### src/rtl/stopwatch_ctrl_if.sv
// Button levels in, counter-control pulses and status out, for the stopwatch sequencer.
// master: button panel / bench side; slave: stopwatch_ctrl.
interface stopwatch_ctrl_if;
   logic       btn_run;
   logic       btn_lap;
   logic       inc;
   logic       ctr_clear;
   logic       freeze;
   logic       running;
   logic [1:0] state;

   modport master (
      output btn_run,
      output btn_lap,
      input  inc,
      input  ctr_clear,
      input  freeze,
      input  running,
      input  state
   );

   modport slave (
      input  btn_run,
      input  btn_lap,
      output inc,
      output ctr_clear,
      output freeze,
      output running,
      output state
   );
endinterface

### src/rtl/stopwatch_ctrl.sv
// Run/stop/lap/clear sequencer and tick prescaler for the cascaded digit counters.
// Latency: one cycle from button rise to new state; inc/ctr_clear are same-cycle combinational.
// Backpressure: none; button edges are acted on immediately and never queued.
module stopwatch_ctrl #(
   parameter int TICK_DIV = 100000,
   parameter int DIV_WID  = 17
) (
   input  logic          clk,
   input  logic          reset,
   stopwatch_ctrl_if.slave sw
);
   typedef enum logic [1:0] {
      IDLE    = 2'd0,
      RUNNING = 2'd1,
      STOPPED = 2'd2,
      LAP     = 2'd3
   } state_t;

   localparam logic [DIV_WID-1:0] TICK_MAX = DIV_WID'(TICK_DIV - 1);

   state_t             state_q;
   state_t             state_nxt;
   logic [DIV_WID-1:0] div_cnt;
   logic [DIV_WID-1:0] div_nxt;
   logic               run_q;
   logic               lap_q;
   logic               run_e;
   logic               lap_e;
   logic               tick;
   logic               is_running;
   logic               clear;

   // Button history loads even under reset so a held button cannot look like a fresh press.
   always_ff @(posedge clk) begin
      run_q <= sw.btn_run;
      lap_q <= sw.btn_lap;
      if (reset) begin
         state_q <= IDLE;
         div_cnt <= '0;
      end else begin
         state_q <= state_nxt;
         div_cnt <= div_nxt;
      end
   end

   always_comb begin
      run_e      = sw.btn_run & ~run_q;
      lap_e      = sw.btn_lap & ~lap_q;
      is_running = (state_q == RUNNING) || (state_q == LAP);
      tick       = (div_cnt == TICK_MAX);
      state_nxt  = state_q;
      div_nxt    = div_cnt;
      clear      = 1'b0;

      // run_e wins outright; a simultaneous lap_e is dropped, including its clear.
      case (state_q)
         IDLE: begin
            div_nxt = '0;
            if (run_e)
               state_nxt = RUNNING;
            else if (lap_e)
               clear = 1'b1;
         end
         RUNNING, LAP: begin
            div_nxt = tick ? '0 : div_cnt + DIV_WID'(1);
            if (run_e)
               state_nxt = STOPPED;
            else if (lap_e)
               state_nxt = (state_q == RUNNING) ? LAP : RUNNING;
         end
         STOPPED: begin
            if (run_e)
               state_nxt = RUNNING;
            else if (lap_e) begin
               state_nxt = IDLE;
               clear     = 1'b1;
            end
         end
         default: state_nxt = IDLE;
      endcase
   end

   assign sw.inc       = is_running & tick;
   assign sw.ctr_clear = clear;
   assign sw.freeze    = (state_q == LAP);
   assign sw.running   = is_running;
   assign sw.state     = state_q;
endmodule

### src/flat_wrapper.sv
// flat-port wrapper written by rule: the top's interface ports become plain ports
module stopwatch_ctrl_flat 
#(
   parameter int TICK_DIV = 100000,
   parameter int DIV_WID  = 17
)
  (clk, reset, sw_btn_run, sw_btn_lap, sw_inc, sw_ctr_clear, sw_freeze, sw_running, sw_state);
  stopwatch_ctrl_if sw_i ();
  input  logic clk;
  input  logic reset;
  input wire logic [$bits(sw_i.btn_run)-1:0] sw_btn_run;
  input wire logic [$bits(sw_i.btn_lap)-1:0] sw_btn_lap;
  output wire logic [$bits(sw_i.inc)-1:0] sw_inc;
  output wire logic [$bits(sw_i.ctr_clear)-1:0] sw_ctr_clear;
  output wire logic [$bits(sw_i.freeze)-1:0] sw_freeze;
  output wire logic [$bits(sw_i.running)-1:0] sw_running;
  output wire logic [$bits(sw_i.state)-1:0] sw_state;
  assign sw_i.btn_run = sw_btn_run;
  assign sw_i.btn_lap = sw_btn_lap;
  assign sw_inc = sw_i.inc;
  assign sw_ctr_clear = sw_i.ctr_clear;
  assign sw_freeze = sw_i.freeze;
  assign sw_running = sw_i.running;
  assign sw_state = sw_i.state;
  stopwatch_ctrl #(.TICK_DIV(TICK_DIV), .DIV_WID(DIV_WID)) u_core (.clk(clk), .reset(reset), .sw(sw_i));
endmodule
### config.mk
export PLATFORM = sky130hd
export DESIGN_NAME = stopwatch_ctrl_flat
export DESIGN_NICKNAME = d
export VERILOG_FILES = /design/src/rtl/stopwatch_ctrl_if.sv /design/src/rtl/stopwatch_ctrl.sv /design/src/flat_wrapper.sv
export SDC_FILE = /design/constraint.sdc
export NUM_CORES = 1
export LEC_CHECK = 0
export ABC_AREA = 1
export CELL_PAD_IN_SITES_DETAIL_PLACEMENT = 1
export CELL_PAD_IN_SITES_GLOBAL_PLACEMENT = 1
export CORE_UTILIZATION = 44
export DETAILED_ROUTE_END_ITERATION = 7
export PLACE_DENSITY_LB_ADDON = 0.1
export SKIP_LAST_GASP = 1
export SYNTH_ARGS = -nofsm -noshare
export SYNTH_HDL_FRONTEND = slang
export SYNTH_SLANG_ARGS = --single-unit
### constraint.sdc
create_clock -name clk -period 3.3 [get_ports clk]
set_input_delay 0.66 -clock clk [delete_from_list [all_inputs] [get_ports clk]]
set_output_delay 0.66 -clock clk [all_outputs]
set_load 0.01 [all_outputs]
# --- After elaboration in Yosys (flattened, before gate mapping) ---
# Index checks and enable logic that the tools add are counted.
totals:
  ramBits: 0
  output_inout_bits: 6
  mem_bits_ro: 0
  inputBits: 4
  ff_bits: 21
  latch_bits: 0
  elab_cells: 35
  mem_count: 0
classes:
  order_cmp: 0
  n_mul: 0
  n_eq_ne: 7
  addsub: 1
  div: 0
  shift: 0
  n_mux: 12
  bitwise_logic: 5
  reduce_logical: 6
op_table:
  columns: ["cell", "n"]
  rows:
  - ["17-bit case mux with 2 select lines", 1]
  - ["17-bit by 1-bit adder with 17-bit output, second input constant", 1]
  - ["17-bit == test, second input constant", 1]
  - ["17-bit 2-to-1 mux", 1]
  - ["2-bit 2-to-1 mux", 6]
  - ["3-bit by 1-bit inequality test with 1-bit output, second input constant", 2]
  - ["2-bit case mux with 3 select lines", 1]
  - ["2-bit == test, second input constant", 2]
  - ["2-bit OR reduction", 2]
  - ["1-bit bitwise AND", 3]
  - ["1-bit 2-to-1 mux", 3]
  - ["3-bit AND reduction", 1]
  - ["2-bit by 1-bit == test with 1-bit output, second input constant", 1]
  - ["2-bit logical NOT", 1]
  - ["2-bit by 1-bit inequality test with 1-bit output, second input constant", 1]
  - ["1-bit NOT", 2]
  - ["2-bit nonzero test", 1]
  - ["1-bit logical OR", 1]

# --- Depth between registers and ports, before layout ---
# Gate-level depths: netlist (run 1).
logic_depth:
  word_depth: 5
  ltp_mapped: 9
  ltp_nobuf: 9

# --- Worst setup path after synthesis (run 1) ---
# OpenSTA, ideal clock, no wires.
synth_path:
  path_kind: "flip-flop to output port"
  startpoint: "register u_core.div_cnt[0]"
  endpoint: "output sw_inc"
  slack_ps: 1560
  n_path_buf: 0
  arrival_time_ps: 1080
  stages_incl_launch_ff: 8
  cell_sequence: "dfxtp_1 ha_1 nand2_2 inv_1 nand2_1 nor2_1 nand2_1 nor2_1"
synth_via:
  elab_chain_cells: 2
synth_rtl:
  columns: ["element", "line_no", "rtl"]
  rows:
  - ["start, declared", "stopwatch_ctrl.sv:23", "logic [DIV_WID-1:0] div_cnt;"]
  - ["start signal, assigned", "stopwatch_ctrl.sv:42", "div_cnt <= div_nxt;"]
  - ["17-bit == test", "stopwatch_ctrl.sv:50", "tick = (div_cnt == TICK_MAX);"]
  - ["1-bit bitwise AND", "stopwatch_ctrl.sv:83", "assign sw.inc = is_running & tick;"]
  - ["end, declared", "flat_wrapper.sv:13", "output wire logic [$bits(sw_i.inc)-1:0] sw_inc;"]
# Every way passes these cells.

# --- Worst setup path in the final report (run 1) ---
# Ends and elaborated chain as after synthesis.

==> results of run 1 <==
[sequential cells by signal (all words and copies together) (netlist names)]
name,cells
u_core.div_cnt,17
u_core.run_q,1
u_core.lap_q,1
u_core.sw.state,2
[stage by stage]
stage               area [µm²]  power [mW]  instances  worst slack (ns)
finish                    1429      0.4338        233            0.5689
global route              1429      0.4540        233            0.4761
CTS                       1429      0.4398        233            0.5548
detailed placement        1401      0.3059        229            0.6746
global placement          1401      0.3041        229            0.7075
floorplan                 1294      0.2900        193             1.560
[power groups by stage]
| stage | combinational (mW) | sequential [mW] | clock (mW) |
|---|---|---|---|
| after global placement | 0.0357 | 0.268 | 0 |
| after global routing | 0.0405 | 0.264 | 0.149 |
| after CTS | 0.0372 | 0.263 | 0.139 |
| final | 0.0368 | 0.263 | 0.134 |
| after floorplan | 0.0236 | 0.266 | 0 |
| after detailed placement | 0.0370 | 0.269 | 0 |
[cell families (layout without fill, tap and decap cells)]
group,count (synthesis),after routing,share of synthesized area
AND/OR/NAND/NOR,113,113,0.4226
XOR/XNOR,2,2,0.01354
AO/OA/AOI/OAI,26,26,0.1344
adder cells (fa/ha/maj),1,1,0.009670
flip-flops,21,21,0.3249
buffers and inverters,30,39,0.09478
[path summary, 6_finish.rpt]
check / startpoint / to / slack (ns) / cells past startpoint
min reg2reg: u_core.div_cnt[1] / u_core.div_cnt[1] / 0.52 / 2
max: u_core.div_cnt[0] / sw_inc / 0.57 / 8
max reg2reg: u_core.div_cnt[0] / u_core.div_cnt[9] / 1.34 / 8
min: u_core.div_cnt[1] / u_core.div_cnt[1] / 0.52 / 2
[final cells by class]
type	instances	area [µm²]
fill	370	1353
clock buffer	3	22.52
tap	31	38.79
inverter	25	93.84
timing repair buffer	10	97.59
multi-input combinational	142	750.7
clock inverter	1	5.005
sequential	21	420.4
[worst min-delay path, cell delays in order, from the launching register on]
cell     delay, ns
dfxtp_1       0.35
nand2_1       0.08
a21oi_2       0.05
[metal layers]
| metal | track usage | vias up | routed length (µm) |
|---|---|---|---|
| met2 | 0.3980 | 15 | 1651 |
| met1 | 0.2894 | 590 | 1574 |
| met3 | 0.03488 | 9 | 75 |
| met4 | 0.09756 | 0 | 78 |
| li1 | - | 624 | - |
| met5 | 0 | - | 0 |
[synth_stat cells]
cell      count
a21oi_1       9
a21oi_2       9
a31oi_1       1
and2_1        1
and2_2        1
buf_2         2
buf_6         1
clkbuf_1      2
clkinv_1      1
dfxtp_1      21
ha_1          1
inv_1        22
inv_2         2
nand2_1      51
nand2_2      11
nand3_1      11
nand3_2       6
nand4_1       4
nor2_1       18
nor2_2        6
nor2_4        1
nor3_1        2
o21ai_0       4
o21ai_1       1
o21bai_1      1
o21bai_2      1
or2_1         1
xor2_1        2
==> summary.md, run 1 <==
| Metric | Value |
|---|---|
| Routability cong. | `0.8610` |
| Worst-skew pair later-pin latency | `0.32 ns` |
| Net Sw Frac | `0.2685` |
| Post_cts resized | `0` |
| Initial antenna violation count | `0` |
| Max rail drop VDD | `241.8 µV` |
| Clock share of power | `0.308` |
| DR vias | `1238` |
| Layout cells sized above 1 | `0.2079` |
| Final WL | `3.379 mm` |
| Main area contributors after synthesis | `dfxtp_1, nand2_1, inv_1` |
| CP Capture Type | `output port` |
| Hold slack | `0.5152 ns` |
| Postcts setup bufs | `0` |
| Mean Syn Cell Area | `6.703 µm²` |
| Cells after synthesis | `193` |
| Yosys top cell by area | `dfxtp_1` |
| Vias/cell | `5.313` |
| Logic gate share of total power | `0.085` |
| Crit-path slowest cell | `clkdlybuf4s50_1` |
| Fin crit share | `0.8276` |
| Crit path max-delay family | `buffers and inverters` |
| # rows | `19` |
| Max stage delay on crit path | `0.55 ns` |
| Switch Pwr | `116.5 µW` |
| Max-slew violation count | `0` |
| Post-synth top area share | `0.3250` |
| Outcome | `finished, final reports clean` |
| First drt pass iteration count | `4` |
| RSZ-0062 raised after global routing | `no` |
| CTS tree | `yes` |
| Reg power frac | `0.607` |
| Clock-pin transition on the worst setup and hold timing paths | `0.12 ns` |
| Yosys Warn Count | `0` |
| Most common cell after layout, fill and taps aside | `nand2_1` |
| CTS sink count | `21` |
| Rel. slew slack | `0.4871` |
| CP Launch Type | `flip-flop` |
| Initial DRC Count | `47` |
| Peak Freq | `366.2 MHz` |
| Yosys reg bits | `21` |
| Int Power | `317.4 µW` |
| Synth-to-layout area growth | `10.44%` |
| Critical path required time | `2.64 ns` |
| CP Cell Sequence | `ha_1 > nand2_2 > inv_1 > nand2_1 > nor2_1 > nand2_1 > nor2_1 > clkdlybuf4s50_1` |
| Critical path fanouts, max | `4` |
| Initial core utilization | `0.4651` |
| Tmin final | `2.731 ns` |
| P per Cell Area | `303.6 nW/µm²` |
| Setup TNS | `0 ns` |
| Worst EP arrival | `2.07 ns` |
| Static leakage | `0.5174 nW` |
| Cts hold-fix bufs | `0` |
| Gr ovfl total | `0` |
| Die Area | `3161 µm²` |
| Die Wd | `56.23 µm` |
| Largest net degree at the start of global routing | `18` |
| CTS max path bufs | `2` |
| Die Span Y | `56.23 µm` |
| Post-route ant nets | `0` |
| # nets final | `208` |
| Port bufs | `9` |
| Post-Syn Area | `1294 µm²` |
| H-tree Lvls | `1` |
| Tot GR Track Use | `0.2325` |
| Post-Syn Nets | `198` |
| Sequential share of the synthesized area | `0.3250` |
| Buf+Inv Stages, Crit Path | `2` |
| Final core utilization | `0.5137` |
| Worst Tran Pin Value | `0.7685 ns` |
| First-pass GRT wire length | `5.720 mm` |
| Number of global-route vias before repair | `1262` |
| WS Path Type | `reg2out` |
| Routed WL per cell | `14.50 µm` |
| IO Count | `10` |
| Max-cap violations | `0` |
| Clock skew | `0.008420 ns` |
| Final setup vio count | `0` |
| HPWL reported at the end of detailed placement | `2.541 mm` |
| HP Class | `reg2reg` |
| Synth cell types | `28` |
| Core area | `2781 µm²` |
| Root Driver | `clkbuf_4` |
| DRC | `0` |
| Fin. Hold Viols | `0` |
| Antenna cells | `0` |
| Total CTS buffers | `3` |
| Most frequent cells in the layout | `nand2_1, inv_1, dfxtp_1` |
(Power assumes the default switching activity.)
==> inputs of run 2 (changes only) <==
--- a/config.mk
+++ b/config.mk
@@ -8,7 +8,7 @@
 export ABC_AREA = 1
 export CELL_PAD_IN_SITES_DETAIL_PLACEMENT = 1
 export CELL_PAD_IN_SITES_GLOBAL_PLACEMENT = 1
-export CORE_UTILIZATION = 44
+export CORE_UTILIZATION = 41
 export DETAILED_ROUTE_END_ITERATION = 7
 export PLACE_DENSITY_LB_ADDON = 0.1
 export SKIP_LAST_GASP = 1
==> constraint.sdc (replaced) <==
create_clock -name clk -period 2.7 [get_ports clk]
set_input_delay 0.54 -clock clk [delete_from_list [all_inputs] [get_ports clk]]
set_output_delay 0.54 -clock clk [all_outputs]
set_load 0.01 [all_outputs]
==> run 2 against run 1 <==
  * Register-to-register slack worse by 0.30 ns
  * Die area is 7.1% higher
  * Critical endpoint unchanged
  * Via count is 1.6% higher
  * Power is 22% higher
==> summary.md, run 2 (synthesis gave the netlist of run 1 again) <==
| Metric | Value |
|---|---|
| Outcome | `finished, final reports clean` |
| Critical path required time | `2.16 ns (-0.48 ns)` |
| # rows | `20 (+1)` |
| Worst Hold Depth | `2 (unchanged)` |
| Worst Tran Pin Value | `0.7136 ns (-0.05486 ns)` |
| Fin crit share | `0.9403` |
| Synth-to-layout area growth | `12.28%` |
| Setup TNS | `0 ns (unchanged)` |
| CP Capture Type | `output port` |
| Post-route ant nets | `0 (unchanged)` |
| Final WL | `3.183 mm (-5.8%)` |
| Die Span Y | `58.18 µm (+3.5%)` |
| Crit path max-delay family | `buffers and inverters` |
| CP Launch Type | `flip-flop` |
| Placed inst area | `1425 µm² (+1.7%)` |
| DR vias | `1258 (+1.6%)` |
| Final Cell Area | `1453 µm² (+1.7%)` |
| H-tree Lvls | `1 (unchanged)` |
| Postcts setup bufs | `0 (unchanged)` |
| Footprint of the multi-input gates | `750.7 µm² (unchanged)` |
| Hold Startpoint | `u_core.div_cnt[0]` |
| Gr ovfl total | `0 (unchanged)` |
| Clock skew | `0.006639 ns (-0.001781 ns)` |
| Total CTS buffers | `3 (unchanged)` |
| R2r setup slk | `1.04 ns (-0.30 ns)` |
| Critical path fanouts, max | `4 (unchanged)` |
| First-pass GRT wire length | `5.685 mm (-0.61%)` |
| CTS max path bufs | `2 (unchanged)` |
| Biggest register | `u_core.div_cnt` |
| HPWL reported at the end of detailed placement | `2.524 mm (-0.67%)` |
| Final setup vio count | `0 (unchanged)` |
| Max stage delay on crit path | `0.54 ns (about the same)` |
| Initial antenna violation count | `0 (unchanged)` |
| Largest register FFs | `17 (unchanged)` |
| Peak Freq | `393.9 MHz` |
| Antenna cells | `0 (unchanged)` |
| Rel. slew slack | `0.5238 (+0.03661)` |
| Reg2reg end | `u_core.div_cnt[9]` |
| R2R depth | `9 (+1)` |
| Tmin final | `2.539 ns` |
| RSZ-0062 raised after global routing | `no` |
| IO Count | `10 (unchanged)` |
| Core area | `3028 µm² (+8.9%)` |
| # nets final | `209 (+0.48%)` |
| Root Driver | `clkbuf_4` |
| Worst Hold End | `u_core.div_cnt[0]` |
| Fin. Hold Viols | `0 (unchanged)` |
| Worst-skew pair later-pin latency | `0.32 ns (about the same)` |
| CTS tree | `yes` |
| Placed cell count | `243 (+6.1%)` |
| Layout cells sized above 1 | `0.2118 (+0.003902)` |
| Worst r2r src | `u_core.div_cnt[0]` |
| Die Area | `3384 µm² (+7.1%)` |
| First drt pass iteration count | `4 (unchanged)` |
| Tot GR Track Use | `0.2200 (-0.01241)` |
| Routed WL per cell | `12.89 µm (-11%)` |
| Max-slew violation count | `0 (unchanged)` |
| P per Cell Area | `364.8 nW/µm² (+20%)` |
| Number of global-route vias before repair | `1239 (-1.8%)` |
| Largest net degree at the start of global routing | `18 (unchanged)` |
| Crit-path slowest cell | `clkdlybuf4s50_1` |
| Total power | `530.0 µW (+22%)` |
| Static leakage | `0.5202 nW (+0.55%)` |
| Clock-pin transition on the worst setup and hold timing paths | `0.12 ns (about the same)` |
| Final core utilization | `0.4798 (-0.03397)` |
| Non-Filler Instances | `247 (+6.0%)` |
| CP Cell Sequence | `ha_1 > nand2_2 > inv_1 > nand2_1 > nor2_1 > nand2_1 > nor2_1 > clkdlybuf4s50_1` |
| Vias/cell | `5.093 (-4.1%)` |
| Initial DRC Count | `44 (-6.4%)` |
| WS Path Type | `reg2out` |
| Worst EP arrival | `2.00 ns (-0.07 ns)` |
| Most frequent cells in the layout | `nand2_1, inv_1, dfxtp_1` |
| Filler cells | `405 (+9.5%)` |
| CTS sink count | `21 (unchanged)` |
| DRC | `0 (unchanged)` |
| Port bufs | `9 (unchanged)` |
| Die Wd | `58.18 µm (+3.5%)` |
| Buf+Inv Stages, Crit Path | `2 (unchanged)` |
| Reg area | `421.7 µm² (+0.30%)` |
| Most common cell after layout, fill and taps aside | `nand2_1` |
| Max-cap violations | `0 (unchanged)` |
| Routability cong. | `0.8323 (-3.3%)` |
| Max rail drop VDD | `305.0 µV (+26%)` |
| HP Class | `reg2reg` |
| Initial core utilization | `0.4273 (-0.03786)` |
run 2: power by group:
group	switching (mW)	internal [mW]	leakage [nW]	total [mW]
combinational	0.0270	0.0189	0.335	0.0459
sequential	0.00681	0.315	0.171	0.322
clock	0.104	0.0580	0.0150	0.162
run 2: layer usage:
| layer | GRT usage | up-vias | wire [µm] |
|---|---|---|---|
| li1 | - | 632 | - |
| met1 | 0.2927 | 610 | 1503 |
| met2 | 0.3695 | 11 | 1547 |
| met3 | 0.02009 | 5 | 75 |
| met4 | 0.08163 | 0 | 56 |
| met5 | 0 | - | 0 |
run 2: how the worst max path moves through the flow:
stage,from,end,slack (ns),cells after the start
final,u_core.div_cnt[1],sw_inc,0.16,8
after floorplan,u_core.div_cnt[0],sw_inc,1.08,7
after detailed placement,sw_btn_lap,sw_ctr_clear,0.30,4
after global routing,u_core.div_cnt[1],sw_inc,0.03,8
after global placement,sw_btn_lap,sw_ctr_clear,0.34,4
after CTS,u_core.div_cnt[0],sw_inc,0.14,8
run 2: layout make-up:
class                   instances  share of cell area
inverters                      25             0.06460
repair buffers                 11             0.07235
multi-input cells             142              0.5168
flip-flops and latches         21              0.2903
clock buffers                   4             0.01809
well taps                      44             0.03790
run 2: repair_timing:
item                       CTS  global route
gates resized for setup      0             1
hold buffers                 0             0
setup endpoints to repair    0             1
run 2: stage by stage:
step,hold slack (ns),setup WS [ns]
2_1_floorplan,0.4717,1.080
3_3_place_gp,0.4841,0.3443
3_5_place_dp,0.5053,0.3020
4_1_cts,0.5244,0.1397
5_1_grt,0.5430,0.02671
6_report,0.5066,0.1613
run 2: tightest hold or removal path, delay by kind of cell (launching register included):
kind,cells,cell delay [ns]
simple gates,2,0.12
flops,1,0.36
